[src/rtl/capturar_entrada.sv]
// -----------------------------------------------------------------------------
// capturar_entrada
//   Front end of a vending machine: conditions the raw buttons and coin
//   pulses, collects a two-digit product code, validates it on confirm and
//   accumulates credit while the code is held.
//
//   Build option: define DEBOUNCE_EN to insert a counter debouncer
//   (DEB_CICLOS equal samples) between each synchronizer and its edge
//   detector. Without it the synchronized level feeds the edge detector.
//
// Ports
//   clk              system clock, rising edge
//   rst_n            asynchronous active-low reset
//   teclas[3:0]      raw digit buttons, bit i = digit i
//   confirmar        raw confirm button
//   cancelar         raw cancel / return-coins button
//   moeda25/50/100   raw coin pulses (+1/+2/+4 units of 0,25)
//   venda_ok         synchronous pulse: sale complete, clear the session
//   produto[3:0]     {d1,d2} of the confirmed code, 4'b1111 = invalid code
//   produto_valido   high while a valid confirmed code is held
//   valorMoedas[3:0] accumulated credit, 0..8
//   devolver         one-cycle pulse: return coins
//   moeda_rejeitada  one-cycle pulse: coin not accepted
// -----------------------------------------------------------------------------
module capturar_entrada #(
   parameter int unsigned DEB_CICLOS = 4
) (
   input  logic       clk,
   input  logic       rst_n,
   input  logic [3:0] teclas,
   input  logic       confirmar,
   input  logic       cancelar,
   input  logic       moeda25,
   input  logic       moeda50,
   input  logic       moeda100,
   input  logic       venda_ok,
   output logic [3:0] produto,
   output logic       produto_valido,
   output logic [3:0] valorMoedas,
   output logic       devolver,
   output logic       moeda_rejeitada
);

   localparam int unsigned NIN = 9;

   typedef enum logic [1:0] {
      ESPERA_D1,
      ESPERA_D2,
      ESPERA_OK,
      PAGAMENTO
   } estado_t;

   // ---------------------------------------------------------------------
   // Input conditioning: synchronizer -> (debouncer) -> rising-edge detector
   // ---------------------------------------------------------------------
   logic [NIN-1:0] raw;
   logic [NIN-1:0] sync1_q, sync2_q;
   logic [NIN-1:0] filt;
   logic [NIN-1:0] prev_q;
   logic [NIN-1:0] arm_q;
   logic [1:0]     vld_q;
   logic [NIN-1:0] ev;

   assign raw = {moeda100, moeda50, moeda25, cancelar, confirmar, teclas};

   // arm_q blocks events on an input until it has been seen low after reset,
   // so a button held through reset does not fire when reset releases.
   // vld_q marks when sync2_q holds a real post-reset sample.
   always_ff @(posedge clk or negedge rst_n) begin
      if (!rst_n) begin
         sync1_q <= '0;
         sync2_q <= '0;
         prev_q  <= '0;
         arm_q   <= '0;
         vld_q   <= '0;
      end else begin
         sync1_q <= raw;
         sync2_q <= sync1_q;
         prev_q  <= filt;
         arm_q   <= arm_q | ({NIN{vld_q[1]}} & ~sync2_q);
         vld_q   <= {vld_q[0], 1'b1};
      end
   end

`ifdef DEBOUNCE_EN
   localparam int unsigned CW = (DEB_CICLOS > 1) ? $clog2(DEB_CICLOS) : 1;

   logic [CW-1:0]  cnt_q [NIN];
   logic [NIN-1:0] stable_q;

   // cnt_q counts consecutive samples that differ from the accepted level;
   // the DEB_CICLOS-th differing sample makes the new level the accepted one.
   always_ff @(posedge clk or negedge rst_n) begin
      if (!rst_n) begin
         stable_q <= '0;
         for (int unsigned i = 0; i < NIN; i++) begin
            cnt_q[i] <= '0;
         end
      end else begin
         for (int unsigned i = 0; i < NIN; i++) begin
            if (sync2_q[i] == stable_q[i]) begin
               cnt_q[i] <= '0;
            end else if (cnt_q[i] == CW'(DEB_CICLOS - 1)) begin
               stable_q[i] <= sync2_q[i];
               cnt_q[i]    <= '0;
            end else begin
               cnt_q[i] <= cnt_q[i] + CW'(1);
            end
         end
      end
   end

   assign filt = stable_q;
`else
   assign filt = sync2_q;
`endif

   assign ev = filt & ~prev_q & arm_q;

   logic [3:0] ev_tec;
   logic       ev_ok, ev_can, ev_m25, ev_m50, ev_m100;

   assign ev_tec  = ev[3:0];
   assign ev_ok   = ev[4];
   assign ev_can  = ev[5];
   assign ev_m25  = ev[6];
   assign ev_m50  = ev[7];
   assign ev_m100 = ev[8];

   // ---------------------------------------------------------------------
   // Event decoding
   // ---------------------------------------------------------------------
   logic       tec_unico;
   logic [1:0] digito;
   logic       moeda_any, moeda_multi;
   logic [4:0] soma;

   assign tec_unico   = (ev_tec != 4'd0) && ((ev_tec & (ev_tec - 4'd1)) == 4'd0);
   assign moeda_any   = ev_m25 | ev_m50 | ev_m100;
   assign moeda_multi = (ev_m25 & ev_m50) | (ev_m25 & ev_m100) | (ev_m50 & ev_m100);

   // With a single coin event, {m100,m50,m25} is exactly its value (1/2/4).
   logic [3:0] valor_q;
   assign soma = {1'b0, valor_q} + {2'b00, ev_m100, ev_m50, ev_m25};

   always_comb begin
      digito = 2'd0;
      unique case (ev_tec)
         4'b0010: digito = 2'd1;
         4'b0100: digito = 2'd2;
         4'b1000: digito = 2'd3;
         default: digito = 2'd0;
      endcase
   end

   function automatic logic codigo_valido(input logic [3:0] c);
      case (c)
         4'b0000, 4'b0100, 4'b0101,
         4'b1000, 4'b1001, 4'b1010, 4'b1011,
         4'b1100, 4'b1101: codigo_valido = 1'b1;
         default:          codigo_valido = 1'b0;
      endcase
   endfunction

   // ---------------------------------------------------------------------
   // Session FSM
   // ---------------------------------------------------------------------
   estado_t    estado_q, estado_d;
   logic [1:0] d1_q, d1_d, d2_q, d2_d;
   logic [3:0] produto_q, produto_d, valor_d;
   logic       valido_q, valido_d;
   logic       devolver_q, devolver_d;
   logic       rej_q, rej_d;

   always_ff @(posedge clk or negedge rst_n) begin
      if (!rst_n) begin
         estado_q   <= ESPERA_D1;
         d1_q       <= '0;
         d2_q       <= '0;
         produto_q  <= '0;
         valido_q   <= 1'b0;
         valor_q    <= '0;
         devolver_q <= 1'b0;
         rej_q      <= 1'b0;
      end else begin
         estado_q   <= estado_d;
         d1_q       <= d1_d;
         d2_q       <= d2_d;
         produto_q  <= produto_d;
         valido_q   <= valido_d;
         valor_q    <= valor_d;
         devolver_q <= devolver_d;
         rej_q      <= rej_d;
      end
   end

   // One branch per cycle, in priority order: cancel, sale done, coin,
   // confirm, digit. Lower-priority events in the same cycle are dropped.
   always_comb begin
      estado_d   = estado_q;
      d1_d       = d1_q;
      d2_d       = d2_q;
      produto_d  = produto_q;
      valido_d   = valido_q;
      valor_d    = valor_q;
      devolver_d = 1'b0;
      rej_d      = 1'b0;

      if (ev_can || venda_ok) begin
         devolver_d = ev_can && (valor_q != 4'd0);
         estado_d   = ESPERA_D1;
         d1_d       = '0;
         d2_d       = '0;
         produto_d  = '0;
         valido_d   = 1'b0;
         valor_d    = '0;
      end else if (moeda_any) begin
         if (moeda_multi || (estado_q != PAGAMENTO) || (soma > 5'd8)) begin
            rej_d = 1'b1;
         end else begin
            valor_d = soma[3:0];
         end
      end else if (ev_ok) begin
         if (estado_q == ESPERA_OK) begin
            if (codigo_valido({d1_q, d2_q})) begin
               produto_d = {d1_q, d2_q};
               valido_d  = 1'b1;
               estado_d  = PAGAMENTO;
            end else begin
               produto_d = '1;
               valido_d  = 1'b0;
               estado_d  = ESPERA_D1;
            end
         end
      end else if (tec_unico) begin
         case (estado_q)
            ESPERA_D1: begin
               d1_d     = digito;
               estado_d = ESPERA_D2;
               // a new entry replaces the invalid-code marker
               if (produto_q == 4'b1111) begin
                  produto_d = '0;
               end
            end
            ESPERA_D2: begin
               d2_d     = digito;
               estado_d = ESPERA_OK;
            end
            default: ;
         endcase
      end
   end

   assign produto         = produto_q;
   assign produto_valido  = valido_q;
   assign valorMoedas     = valor_q;
   assign devolver        = devolver_q;
   assign moeda_rejeitada = rej_q;

endmodule

[config.mk]
export PLATFORM = sky130hd
export DESIGN_NAME = capturar_entrada
export DESIGN_NICKNAME = d
export VERILOG_FILES = /design/src/rtl/capturar_entrada.sv
export SDC_FILE = /design/constraint.sdc
export NUM_CORES = 1
export LEC_CHECK = 0
export ABC_AREA = 1
export BUFFER_PORTS_ARGS = -buffer_cell sky130_fd_sc_hd__clkbuf_2
export CAP_MARGIN = 20
export CELL_PAD_IN_SITES_DETAIL_PLACEMENT = 0
export CELL_PAD_IN_SITES_GLOBAL_PLACEMENT = 1
export CORE_AREA = 2 2 102 104
export CTS_CLUSTER_DIAMETER = 200
export DETAILED_ROUTE_END_ITERATION = 8
export DIE_AREA = 0 0 104 106
export GPL_TIMING_DRIVEN = 0
export PLACE_DENSITY_LB_ADDON = 0.1
export REMOVE_ABC_BUFFERS = 1
export SYNTH_ARGS = -nofsm -noshare
export SYNTH_HDL_FRONTEND = slang
export SYNTH_SLANG_ARGS = --single-unit
[constraint.sdc]
create_clock -name clk -period 2 [get_ports clk]
set_clock_uncertainty 0.05 [all_clocks]
set_input_delay 0.1 -clock clk [delete_from_list [all_inputs] [get_ports clk]]
set_output_delay 0.1 -clock clk [all_outputs]
set_load 0.03 [all_outputs]
-- Word level (Yosys, flattened, before mapping)
Memories as Yosys holds them, arrays and structs flattened.
Index checks and enable logic that the tools add are counted.
- register bits after elaboration: 55
- memory bits (read-only): 16
- input bits: 12
- output and inout bits: 11
- logic and storage cells: 109
- memories kept: 1
- memory list (name ; depth ; width ; rd ports ; clocked after Yosys merged registers in ; wr ports ; line ; RTL):
    (no name shown) ; 16 ; 1 ; 1 ; 0 ; 0 ; 157 ; case (c)
- add/sub/neg operators: 2
- magnitude comparators: 1
- eq/ne operators: 11
- muxes and demuxes: 42
- bitwise logic cells: 14
- reduce and logical (&&, ||, !) cells: 25
- operators with widths (operator ; count):
    $mux W4 ; 11
    $mux W2 ; 16
    $and A9 B9 Y9 ; 3
    $not A9 Y9 ; 2
    $mux W1 ; 13
    $reduce_and A4 Y1 ; 3
    $reduce_bool A2 Y1 ; 6
    $reduce_bool A4 Y1 ; 3
    $or A9 B9 Y9 ; 1
    $reduce_bool A3 Y1 ; 3
    $eq A4 B4 Y1 const B ; 2
    $pmux W2 S3 ; 1
    $add A4 B3 Y5 ; 1
    $gt A5 B4 Y1 const B ; 1
    $reduce_and A5 Y1 ; 1
    $and A4 B4 Y4 ; 1
    $eq A4 B2 Y1 const B ; 1
    $eq A4 B3 Y1 const B ; 1
    $logic_not A4 Y1 ; 1
    $ne A2 B1 Y1 const B ; 2
    $ne A2 B2 Y1 const B ; 2
    $or A1 B1 Y1 ; 4
    $pmux W2 S2 ; 1
    $sub A4 B1 Y4 const B ; 1
    other kinds (9) ; 14

-- Depth between registers and ports, before layout
- depth in word-level cells: 12
- mapped depth: 13
- depth with buffers taken out: 13

-- Worst setup path before layout
OpenSTA, ideal clock, no wires.
- path type: register -> register
- start point: reg valor_q[0] (netlist: valorMoedas[0])
- end point: reg valor_q[1] (netlist: valorMoedas[1])
- setup time: 0.119 ns
- arrival time: 1.786 ns
- required time: 1.831 ns
- setup slack: 0.044 ns
- stages on the path, launching flop included: 11
- buffers on the path: 0
- clock period less this slack: 1.956 ns
- cell sequence: dfrtp_1 ha_1 fa_1 nand2_1 nand2_1 nand2_1 nand3b_4 nor2_4 nand3_2 nand3_1 nand2_1
- longest elaborated chain between the ends: 5
- elaborated cells on any way between the ends: 8
- those cells by class: add/sub (1); order compare (1); eq/ne (1); mux (3); reduce/logical (2)
- ends and longest elaborated chain (element ; line ; RTL):
    from (decl) ; 143 ; logic [3:0] valor_q;
    from (signal assigned) ; 191 ; valor_q <= valor_d;
    $add A4 B3 Y5 * ; 144 ; assign soma = {1'b0, valor_q} + {2'b00, ev_m100, ev_m50, ev_m25};
    $gt A5 B4 Y1 ; 218 ; if (moeda_multi || (estado_q != PAGAMENTO) || (soma > 5'd8)) begin
    $logic_or A1 B1 Y1 ; 218 ;
    $ne A2 B2 Y1 (no line) ; - ;
    $reduce_and A2 Y1 (no line) ; - ;
Every way passes the cells marked *; elsewhere a longest branch is shown, timed or not. The select of a mux whose other input is x is not followed.
A chain may end at the register's enable or synchronous reset.

-- Worst setup path after layout
- start point: reg arm_q[6]
- end point: reg valor_q[3] (netlist: valorMoedas[3])
- longest elaborated chain between the ends: 8
- elaborated cells on any way between the ends: 17
- those cells by class: add/sub (1); order compare (1); eq/ne (1); mux (3); bitwise (7); reduce/logical (4)
- ends and longest elaborated chain (element ; line ; RTL):
    from (decl) ; 60 ; logic [NIN-1:0] arm_q;
    from (signal assigned) ; 80 ; arm_q <= arm_q | ({NIN{vld_q[1]}} & ~sync2_q);
    $and A9 B9 Y9 * ; 118 ; assign ev = filt & ~prev_q & arm_q;
    branches (longest 7 deep; another with $add A4 B3 Y5) ; - ;
Mark *: on every way between the ends. The select of a mux whose other input is x is not followed.

==> impl_metrics.csv <==
group,metric,value,unit
die,io_pins,23,
power,powerDensity,736.3,nW/µm²
critical_path,cp-start-kind,"flop",
layout,drive_gt1_share,26.79,%
die,die_w,104,µm
place,place_inst,394,
place,port_buffers,22,
route,wirelength,4.575,mm
grt,grt_pass1_vias,1606,
hold_path,min_path_type,"primary input to flop",
route,firstDrtPassIters,4,
timing,slew_headroom,49.52,%
route,routed.top_layer,"met4",
grt,grt_first_pass_wirelength,7.935,mm
critical_path,crit_family,"adder cells",
die,initial_utilization,24.35,%
die,die_area,11020,µm²
critical_path,slowest_stage,"fa_2",
hold_path,min_from,"venda_ok",
timing,hold_violations,0,
critical_path,cp.required,2.16,ns
synthesis,synth_area_per_cell,10.27,µm²
layout,fin_cells,416,
die,chipHeight,106,µm
clock_network,path_clk_slew,0.10,ns
critical_path,cp.arrival,2.15,ns
critical_path,critical_path.cell_chain,"nand2_2 > nor2_4 > ha_4 > fa_2 > nor2_1 > o21ai_1 > nand3_2 > buf_6 > nand4_1 > nand2_1",
place,dpl_worst_slack,-0.08544,ns
grt,grt_max_degree,56,
synthesis,synth-seq-cells,55,
synthesis,synthCells,237,
route,drc_errors,0,
route,postRouteAntennaNets,0,
synthesis,syn_area,2435,µm²
grt,grt-ovfl-total,0,
timing,rsz0062_at_grt,"true",
layout,diodes,0,
layout,fill_cells,1080,
job,drv_cap,0,
place,hpwl,3.252,mm
clock_network,clk_latency,0.31,ns
timing,timing.final.crit_share,99.37,%
layout,final_area,2998,µm²
critical_path,rr_startpoint,"arm_q[6]",
route,detail_route.wl_per_cell,11.00,µm
route,drtIter0Drc,34,
layout,area_delta_synth_final,23.12,%
timing,fin_setup_tns,0,ns
route,met1Wirelength,2.321,mm
critical_path,crit_start,"arm_q[6]",
clock_network,cts-root-buf,"clkbuf_8",
synthesis,synth_cell_types,32,
timing,clock.fmax,0.5032,GHz
timing,setup_viol,0,
critical_path,worst-path-buf-inv,1,
grt,grt_util_all_layers,9.067,%
route,num_vias,1620,
clock_network,numCtsBuffers,5,
die,coreArea,10000,µm²
power,p_leak,1.447,nW
synthesis,ys_warn_count,0,
critical_path,endpoint_kind,"flop",
grt,antenna_found_initial,0,
timing,final.min_clock_period,1.987,ns
die,rows,37,
status,run_status,"completed",
layout,final_cell_mix,"54 x nand2_1, 54 x dfrtp_1, 21 x clkbuf_2",
layout,fin_nets,295,
clock_network,clock_sinks,55,
clock_network,cts-htree-levels,2,
power,peakVddDrop,0.3486,mV
route,wl_met3,129,µm
route,routed_via_density,3.894,
critical_path,slowest_delay,0.54,ns
place,place_area,2706,µm²
timing,drv_slew,0,
critical_path,crit_fanout,6,
clock_network,cts_tree,"yes",
clock_network,cts_buffer_depth,2,
route,route.met2.wl,2.022,mm
synthesis,yosysSeqAreaShare,56.53,%
power,total_power,2.207,mW
timing,tightest_slew,0.7571,ns
timing,fin_ws,0.01267,ns
critical_path,crit_type,"flop to flop",
place,place.gp.congestion,0.7297,
[synth_stat cells, drive strengths merged]
library cell | number | area share, %
dfrtp | 55 | 57
nand3b | 3 | 2.0
nor2 | 23 | 5.9
clkinv | 1 | 0.15
o31ai | 1 | 0.51
nand4 | 9 | 2.3
and2 | 1 | 0.26
o21bai | 9 | 2.8
nand2 | 69 | 13
fa | 1 | 0.82
buf | 1 | 0.46
o21ai | 5 | 1.0
a21oi | 6 | 1.2
ha | 3 | 1.5
nor3 | 2 | 0.41
nand3 | 24 | 6.8
inv | 21 | 3.6
conb | 1 | 0.15
o41ai | 1 | 0.36
or2 | 1 | 0.26
[power by group]
part / internal, mW / switching (mW) / total [mW]
registers: 1.17 / 0.0424 / 1.21
logic: 0.122 / 0.221 / 0.344
clock network: 0.255 / 0.397 / 0.651
total: 1.55 / 0.660 / 2.21
[cells by family after synthesis]
logic type	after synthesis	synth area share [%]
adder cells (fa/ha/maj)	4	2.364
flip-flops	55	56.53
buffers and inverters	23	4.265
other	1	0.1540
AO/OA/AOI/OAI	22	5.909
AND/OR/NAND/NOR	132	30.78
[timing repair]
| item | 4_1_cts | 5_1_grt |
|---|---|---|
| hold buffers | 10 | 0 |
| endpoints found under the hold margin | 64 | 0 |
| setup endpoints to repair | 4 | 5 |
| resized for setup | 3 | 12 |
| buffers inserted | 2 | 2 |
| pin swaps | 3 | 8 |
[metrics by stage]
stage	hold slack [ns]	util, %
after floorplan	-0.2456	-
after global placement	0.1580	27.04
after detailed placement	0.1596	27.06
after CTS	0.2040	29.33
after global routing	0.2203	29.98
final	0.2033	29.98
[metal layers]
metal	track usage, %	vias to the layer above
met2	14.00	23
met1	12.02	735
met5	0	-
met4	4.247	0
met3	2.146	8
li1	-	854
[cell type report]
type	count	area (µm²)	share of cell area, %
clock buffer	5	68.82	2.295
clock inverter	3	22.52	0.7513
inverter	22	92.59	3.088
multi-input combinational	159	1007	33.60
sequential	55	1378	45.95
tap	136	170.2	5.676
timing repair buffer	36	259.0	8.639
[worst register-to-register path, cell delays in order (launching register included)]
cell,delay [ns]
dfrtp_1,0.41
nand2_2,0.09
nor2_4,0.05
ha_4,0.16
fa_2,0.54
nor2_1,0.04
o21ai_1,0.09
nand3_2,0.19
buf_6,0.17
nand4_1,0.06
nand2_1,0.05
[final timing paths]
check                      depth (start not counted)  slack, ns        endpoint
setup / recovery                                  10       0.01  valorMoedas[3]
hold / removal                                     6       0.20     estado_q[1]
setup reg to reg                                  10       0.01  valorMoedas[3]
hold reg to reg                                    0       0.31         filt[3]
max in group asynchronous                          2       1.02         filt[7]
min in group asynchronous                          2       0.36      sync1_q[8]
[flip-flops by register name, summed over array words and instances, names as in the netlist]
register / flops
valorMoedas: 4
d2_q: 2
produto: 4
estado_q: 2
prev_q: 9
moeda_rejeitada: 1
d1_q: 2
arm_q: 9
filt: 9
vld_q: 2
sync1_q: 9
devolver: 1
produto_valido: 1
Power figures use the tool's default switching activity.
